===== src/rtl/booth_dot_accum_if.sv =====
// booth_dot_accum_if
//   Product-in / dot-product-out handshake bundle for booth_dot_accum.
//   slave  : accumulator side (consumes products, produces sums)
//   master : producer / sink side (testbench or surrounding datapath)
//   Signals:
//     in_valid/in_ready/product : signed product stream, valid/ready
//     clear                     : synchronous abort of partial and pending sums
//     out_valid/out_ready       : completed-sum handshake
//     out_sum/out_sat           : saturated sum and sticky saturation flag
//     count                     : products accepted into the current sum
interface booth_dot_accum_if #(
  parameter int PROD_W = 8,
  parameter int ACC_W  = 16,
  parameter int LEN    = 4
);
  localparam int CNT_W = $clog2(LEN + 1);

  logic              in_valid;
  logic              in_ready;
  logic [PROD_W-1:0] product;
  logic              clear;
  logic              out_valid;
  logic              out_ready;
  logic [ACC_W-1:0]  out_sum;
  logic              out_sat;
  logic [CNT_W-1:0]  count;

  modport slave (
    input  in_valid, product, clear, out_ready,
    output in_ready, out_valid, out_sum, out_sat, count
  );

  modport master (
    output in_valid, product, clear, out_ready,
    input  in_ready, out_valid, out_sum, out_sat, count
  );
endinterface


===== src/rtl/booth_dot_accum.sv =====
// booth_dot_accum
//   Sums LEN consecutive signed products from the Booth multiplier into one
//   saturating dot product and offers it on a valid/ready output.
//   Ports:
//     clk   : clock, all state changes on the rising edge
//     rst_n : asynchronous active-low reset
//     bus   : booth_dot_accum_if.slave (product stream, clear, result port)
//   Two states: ACCUM takes products, HOLD presents the finished sum and
//   refuses products until the sink takes it.
module booth_dot_accum #(
  parameter int PROD_W = 8,
  parameter int ACC_W  = 16,
  parameter int LEN    = 4
) (
  input  logic                  clk,
  input  logic                  rst_n,
  booth_dot_accum_if.slave      bus
);
  localparam int CNT_W = $clog2(LEN + 1);

  typedef enum logic {ACCUM = 1'b0, HOLD = 1'b1} state_e;

  state_e             state_q, state_d;
  logic [ACC_W-1:0]   acc_q, acc_d;
  logic [ACC_W-1:0]   sum_q, sum_d;
  logic [CNT_W-1:0]   cnt_q, cnt_d;
  logic               sat_q, sat_d;
  logic               live_q;

  logic [ACC_W:0]     wide;
  logic               ovf;
  logic [ACC_W-1:0]   acc_nxt;
  logic               accept;
  logic               last;

  // One guard bit: the two top bits of the (ACC_W+1)-bit sum disagree
  // exactly when the true result left the ACC_W-bit signed range.
  assign wide = {acc_q[ACC_W-1], acc_q}
              + {{(ACC_W + 1 - PROD_W){bus.product[PROD_W-1]}}, bus.product};
  assign ovf  = wide[ACC_W] ^ wide[ACC_W-1];

  // Clamp toward the side the overflow came from; the guard bit carries
  // the true sign.
  always_comb begin
    acc_nxt = wide[ACC_W-1:0];
    if (ovf) begin
      if (wide[ACC_W]) acc_nxt = {1'b1, {(ACC_W-1){1'b0}}};
      else             acc_nxt = {1'b0, {(ACC_W-1){1'b1}}};
    end
  end

  // live_q keeps in_ready low while reset is held and for the cycle in which
  // it is released, so the first accept lands on a clean edge.
  assign bus.in_ready  = live_q && (state_q == ACCUM);
  assign bus.out_valid = (state_q == HOLD);
  assign bus.out_sum   = sum_q;
  assign bus.out_sat   = sat_q;
  assign bus.count     = cnt_q;

  assign accept = bus.in_valid && bus.in_ready;
  assign last   = (cnt_q == CNT_W'(LEN - 1));

  always_comb begin
    state_d = state_q;
    acc_d   = acc_q;
    sum_d   = sum_q;
    cnt_d   = cnt_q;
    sat_d   = sat_q;
    if (bus.clear) begin
      // Abort wins over both the product and the result handshake.
      state_d = ACCUM;
      acc_d   = '0;
      cnt_d   = '0;
      sat_d   = 1'b0;
    end else begin
      case (state_q)
        ACCUM: begin
          if (accept) begin
            acc_d = acc_nxt;
            cnt_d = cnt_q + 1'b1;
            sat_d = sat_q | ovf;
            if (last) begin
              state_d = HOLD;
              sum_d   = acc_nxt;
            end
          end
        end
        HOLD: begin
          if (bus.out_ready) begin
            // out_sum is left alone; the sink ignores it while out_valid=0.
            state_d = ACCUM;
            acc_d   = '0;
            cnt_d   = '0;
            sat_d   = 1'b0;
          end
        end
        default: state_d = ACCUM;
      endcase
    end
  end

  always_ff @(posedge clk or negedge rst_n) begin
    if (!rst_n) begin
      state_q <= ACCUM;
      acc_q   <= '0;
      sum_q   <= '0;
      cnt_q   <= '0;
      sat_q   <= 1'b0;
      live_q  <= 1'b0;
    end else begin
      state_q <= state_d;
      acc_q   <= acc_d;
      sum_q   <= sum_d;
      cnt_q   <= cnt_d;
      sat_q   <= sat_d;
      live_q  <= 1'b1;
    end
  end
endmodule


===== src/flat_wrapper.sv =====
// flat-port wrapper written by rule: the top's interface ports become plain ports
module booth_dot_accum_flat 
#(
  parameter int PROD_W = 8,
  parameter int ACC_W  = 16,
  parameter int LEN    = 4
)
  (clk, rst_n, bus_in_valid, bus_product, bus_clear, bus_out_ready, bus_in_ready, bus_out_valid, bus_out_sum, bus_out_sat, bus_count);
  booth_dot_accum_if #(.PROD_W(PROD_W), .ACC_W(ACC_W), .LEN(LEN)) bus_i ();
  input  logic clk;
  input  logic rst_n;
  input wire logic [$bits(bus_i.in_valid)-1:0] bus_in_valid;
  input wire logic [$bits(bus_i.product)-1:0] bus_product;
  input wire logic [$bits(bus_i.clear)-1:0] bus_clear;
  input wire logic [$bits(bus_i.out_ready)-1:0] bus_out_ready;
  output wire logic [$bits(bus_i.in_ready)-1:0] bus_in_ready;
  output wire logic [$bits(bus_i.out_valid)-1:0] bus_out_valid;
  output wire logic [$bits(bus_i.out_sum)-1:0] bus_out_sum;
  output wire logic [$bits(bus_i.out_sat)-1:0] bus_out_sat;
  output wire logic [$bits(bus_i.count)-1:0] bus_count;
  assign bus_i.in_valid = bus_in_valid;
  assign bus_i.product = bus_product;
  assign bus_i.clear = bus_clear;
  assign bus_i.out_ready = bus_out_ready;
  assign bus_in_ready = bus_i.in_ready;
  assign bus_out_valid = bus_i.out_valid;
  assign bus_out_sum = bus_i.out_sum;
  assign bus_out_sat = bus_i.out_sat;
  assign bus_count = bus_i.count;
  booth_dot_accum #(.PROD_W(PROD_W), .ACC_W(ACC_W), .LEN(LEN)) u_core (.clk(clk), .rst_n(rst_n), .bus(bus_i));
endmodule

===== config.mk =====
export PLATFORM = sky130hd
export DESIGN_NAME = booth_dot_accum_flat
export DESIGN_NICKNAME = d
export VERILOG_FILES = /design/src/rtl/booth_dot_accum_if.sv /design/src/rtl/booth_dot_accum.sv /design/src/flat_wrapper.sv
export SDC_FILE = /design/constraint.sdc
export NUM_CORES = 1
export LEC_CHECK = 0
export CORE_MARGIN = 5
export CORE_UTILIZATION = 35
export CTS_BUF_LIST = sky130_fd_sc_hd__clkbuf_8 sky130_fd_sc_hd__clkbuf_16
export CTS_CLUSTER_DIAMETER = 30
export DETAILED_ROUTE_END_ITERATION = 6
export GPL_TIMING_DRIVEN = 0
export SYNTH_ARGS = -nofsm -noshare
export SYNTH_HDL_FRONTEND = slang
export SYNTH_SLANG_ARGS = --single-unit

===== constraint.sdc =====
create_clock -name clk -period 3.75 [get_ports clk]
set_input_delay 0.75 -clock clk [delete_from_list [all_inputs] [get_ports clk]]
set_output_delay 0.75 -clock clk [all_outputs]
set_load 0.01 [all_outputs]

After elaboration in Yosys (flattened, before gate mapping)
Cells that the tools add are included.
- muxes and demuxes: 19
- eq/ne operators: 3
- bitwise operators: 4
- $add $sub $neg: 2
- reduce and logical (&&, ||, !) cells: 4
- operators with widths (operator ; count):
    $mux 16 ; 5
    $pmux 16 s2 ; 1
    $add 16x8->17 ; 1
    $mux 3 ; 3
    $mux 1 ; 7
    $pmux 3 s2 ; 1
    $pmux 1 s2 ; 2
    $reduce_and 4->1 ; 1
    $add 3x1->3 const B ; 1
    $eq 3x2->1 const B ; 1
    $ne 3x2->1 const B ; 1
    $ne 3x3->1 const B ; 1
    $logic_and 1x1->1 ; 2
    $not 1->1 ; 2
    $reduce_and 2->1 ; 1
    $or 1x1->1 ; 1
    $xor 1x1->1 ; 1
- output and inout bits: 22
- word-level logic and storage cells: 38
- register bits: 38

Depth between registers and ports, before layout
Gate-level depths: netlist of run 1.
- depth in word-level cells: 6
- gate-level depth with buffers: 10

Least setup slack after synthesis of run 1
Ideal clock, no wire load.
- path type: input port to flip-flop
- start: in bus_product[0]
- end: reg u_core.sum_q[0] (netlist: u_core.bus.out_sum[0])
- required time: 3.625 ns
- buffers on the path: 1
- setup time: 0.125 ns
- path slack: 0.693 ns
- data arrival time: 2.932 ns
- stages: 10
- cell sequence: ha_1 -> inv_1 -> fa_1 -> nor2b_1 -> o31a_1 -> o31ai_2 -> a311oi_2 -> buf_2 -> maj3_1 -> mux2_2
- cells in the longest elaborated chain, start to end: 3
- elaborated cells between the ends (all ways): 4
- ends and longest elaborated chain (what ; RTL line ; source):
    start: declaration ; flat_wrapper.sv:13 ; input wire logic [$bits(bus_i.product)-1:0] bus_product;
    $add 16x8->17 (*) ; booth_dot_accum.sv:39 ; + {{(ACC_W + 1 - PROD_W){bus.product[PROD_W-1]}}, bus.product};
    $mux 16 / $xor 1x1->1 (equally long branches) ; booth_dot_accum.sv:47, booth_dot_accum.sv:40 ;
    $mux 16 (*) ; booth_dot_accum.sv:46 ; if (ovf) begin
    end signal: assignment ; booth_dot_accum.sv:113 ; sum_q <= sum_d;
    end: declaration ; booth_dot_accum.sv:25 ; logic [ACC_W-1:0] sum_q, sum_d;
Mark *: on every way between the ends. The rest lies on a longest branch, timed or not.
A chain may end at the register's enable or synchronous reset.

Final worst setup path of run 1
Same ends and word-level chain as after synthesis.

==> metrics.txt, run 1 <==
run status=completed; antenna-violating nets left=0; min-delay worst type=flop to flop; Hold Crit Endpoint=u_core.acc_q[15]$_DFFE_PN0P_; Post-Syn Area per Cell=10.2 um2; Initial Util=0.362; critical path endpoint category=flop; Post-DP HPWL=just over 4000 um; Crit Path Max Fanout=10; hold-fix buffers at CTS=0; P&R area growth vs syn=22.7%; diode count=0; Reg-to-Reg Start=u_core.acc_q[0]$_DFFE_PN0P_; post-placement cell count=374; asr flop ratio synth=1.00; DRC errors left=0; Distinct cells, synth=49; critical path's slowest cell=o31ai_2; power per cell area=405 mW/mm2; TritonCTS Buffers=5; register area share after synthesis=0.382; WL/cell=about 15 um; post-layout util=0.444; CTS Buffer Depth=2; routed vias/inst=slightly above 5; Sink Count=38; synthesized area=about 0.0025 mm2; I/O Buffers=34; Total GRT Usage=0.135; Worst path max stage delay=approximately 0.54 ns; Worst Path Buf+Inv=3; post-synth top area share=0.382; RD Place Congestion=between 0.8 and 0.9; critical register-to-register path endpoint=u_core.bus.out_sum[0]$_DFFE_PN0P_; Yosys reg bits=38; Post-synth EDFFs=0; clk_skew=between 0.009 and 0.01 ns; htree depth=2; Worst Hold Launch=u_core.acc_q[15]$_DFFE_PN0P_; Max Cap Viol=0; via count=just under 2000; design area=about 0.0031 mm2; die height=94.3 um; Finish-stage setup viols=0; vias in the first global route=approximately 1900; setup tns final=0 ns; Net Count, Synth=around 280; CTS root buf=clkbuf_8; Syn Inst Count=244; layout cell share with drive strength beyond 1=0.150; first-pass GRT wire length=9310 um; crit path time final=approximately 3.6 ns; Final period util=0.957; crit path cell chain=clkdlybuf4s50_1 > ha_1 > inv_1 > fa_1 > nor2b_1 > o31a_1 > o31ai_2 > a311oi_4 > buf_2 > maj3_1 > mux2_2; Initial DRC Count=55; Crit path max-delay family=compound AO/OA/AOI/OAI gates; slew margin rel.=0.437; Post-CTS Setup Inserts=0; Reg2Reg Depth=10; hold path depth=2; ys flop type=dfrtp_1; arrival time at the worst endpoint=roughly 3.8 ns; standard-cell row count=30; DP Area=a little under 0.003 mm2; CTS resizes=0; Slew @ Worst Pin=0.845 ns; post-synth top area cell=dfrtp_1; initial antenna violation count=0; fin nets=approximately 320; f_max=279 MHz; CTS tree=done; overall die width=roughly 94 um; Worst-path clk slew=about 0.08 ns; largest net degree at the start of global routing=39; kind of critical path=input port to flop; Hold Vio Cnt, Final=0; Peak VDD IR=roughly 0.00016 V; final worst slack=around 0.16 ns; largest cells by area after synthesis=dfrtp_1 38%, ha_1 9.0%, mux2_2 5.0%; Ports=35; grt ovf=0; Slew Viols, Final=0; yosys synthesis warning count=0; reg2reg setup slack=about 0.66 ns; Place WS=-0.296 ns; routed wire length=around 5600 um; RSZ-0062 raised after global routing=no; die area=between 0.008 and 0.009 mm2; length of the first detailed-routing pass in iterations=4; fin cells=~380; Clock Latency Late Sink=0.29 ns; Worst Path Required=between 3 and 4 ns; critical path depth=11; Startpoint Class=input port; leakage=roughly 1.4 nW; core area=0.00687 mm2
-- worst max path at each step --
stage / start / endpoint / slack (ns)
2_1_floorplan: bus_product[0] / u_core.bus.out_sum[0]$_DFFE_PN0P_ / 0.69
3_3_place_gp: bus_product[7] / u_core.bus.out_sum[0]$_DFFE_PN0P_ / -0.30
3_5_place_dp: bus_product[7] / u_core.bus.out_sum[0]$_DFFE_PN0P_ / -0.30
4_1_cts: bus_product[7] / u_core.bus.out_sum[0]$_DFFE_PN0P_ / 0.02
5_1_grt: bus_product[0] / u_core.bus.out_sum[0]$_DFFE_PN0P_ / 0.09
6_report: bus_product[0] / u_core.bus.out_sum[0]$_DFFE_PN0P_ / 0.16
-- placed cells by master, fill, tap and decap left out, types with 9 or more instances in the layout --
cell / n
nand2_1: 23
clkdlybuf4s50_1: 32
nor2_1: 13
ha_1: 18
maj3_2: 10
a22o_1: 12
dfrtp_1: 38
inv_1: 10
a21oi_1: 12
o21ai_0: 13
xnor2_1: 9
mux2_2: 11
-- final cells by class --
cell class                      count  area, um2
Fill cell                         656       3820
Timing Repair Buffer               34        338
Clock inverter                      2       12.5
Sequential cell                    38        951
Tap cell                           96        120
Buffer                             11       52.6
Clock buffer                        6       82.6
Multi-Input combinational cell    183       1450
Inverter                           12       45.0
-- tightest hold or removal path: cells and delay by family, from the launching register on --
kind | cells | cell delay (ns)
flops | 1 | 0.35
compound gates | 1 | 0.06
simple gates | 1 | 0.05
-- where the power goes --
part,internal [W],switching (W),leakage [nW]
clock,0.000148,0.000156,0.0472
combinational,0.000217,0.000260,0.801
sequential,0.000439,0.0000170,0.521
total,0.000804,0.000432,1.37
-- kinds of logic after synthesis --
logic type                 count (synthesis)  share of synthesized area
and+or+nand+nor                           46                     0.0804
AOI/OAI and AO/OA                         78                      0.237
buffers and inverters                     23                     0.0392
other                                      1                    0.00151
xor gates and xnor gates                  13                     0.0458
adders and majority gates                 34                      0.164
muxes                                     11                     0.0498
DFF                                       38                      0.382
-- per-stage QoR --
stage	hold slack [ns]	total power, W
after floorplan	0.454	0.000814
after global placement	0.476	0.000932
after detailed placement	0.481	0.000936
after CTS	0.499	0.00124
after global routing	0.515	0.00132
final	0.492	0.00124
-- flip-flops by register name, indices dropped and copies added (netlist names) --
register,cells
u_core.acc_q,16
u_core.bus.count,3
u_core.bus.out_sat,1
u_core.bus.out_sum,16
u_core.bus.out_valid,1
u_core.live_q,1
-- synth_stat cells (2+ instances only) --
| master | number |
|---|---|
| a22o_1 | 12 |
| maj3_1 | 5 |
| a211o_1 | 2 |
| a311oi_1 | 2 |
| dfrtp_1 | 38 |
| nor2_1 | 13 |
| o21ai_0 | 13 |
| xor2_1 | 4 |
| o21ai_2 | 2 |
| ha_1 | 18 |
| xnor2_1 | 9 |
| a2111oi_0 | 4 |
| clkbuf_1 | 7 |
| maj3_2 | 10 |
| a21o_1 | 4 |
| nand2_1 | 23 |
| buf_2 | 3 |
| o21ai_1 | 8 |
| mux2_2 | 11 |
| nand3_1 | 2 |
| a211oi_1 | 2 |
| a21oi_1 | 12 |
| o21bai_1 | 2 |
| o21a_1 | 2 |
| nor2b_1 | 3 |
| inv_1 | 10 |
-- layer usage --
| metal | vias to the layer above | share of wire | GRT usage |
|---|---|---|---|
| met5 | - | 0 | 0 |
| met4 | 0 | 0.017 | 0.0481 |
| met3 | 8 | 0.039 | 0.0353 |
| met2 | 32 | 0.47 | 0.217 |
| met1 | 955 | 0.47 | 0.173 |
| li1 | 980 | - | - |
(Power assumes the default switching activity.)
==> run 2: changes to the inputs <==
--- a/config.mk
+++ b/config.mk
@@ -9,6 +9,7 @@
 export CORE_UTILIZATION = 35
 export CTS_BUF_LIST = sky130_fd_sc_hd__clkbuf_8 sky130_fd_sc_hd__clkbuf_16
 export CTS_CLUSTER_DIAMETER = 30
+export CTS_CLUSTER_SIZE = 40
 export DETAILED_ROUTE_END_ITERATION = 6
 export GPL_TIMING_DRIVEN = 0
 export SYNTH_ARGS = -nofsm -noshare
==> results of run 2 <==
Final layout, timing and power as in run 1 (identical DEF).
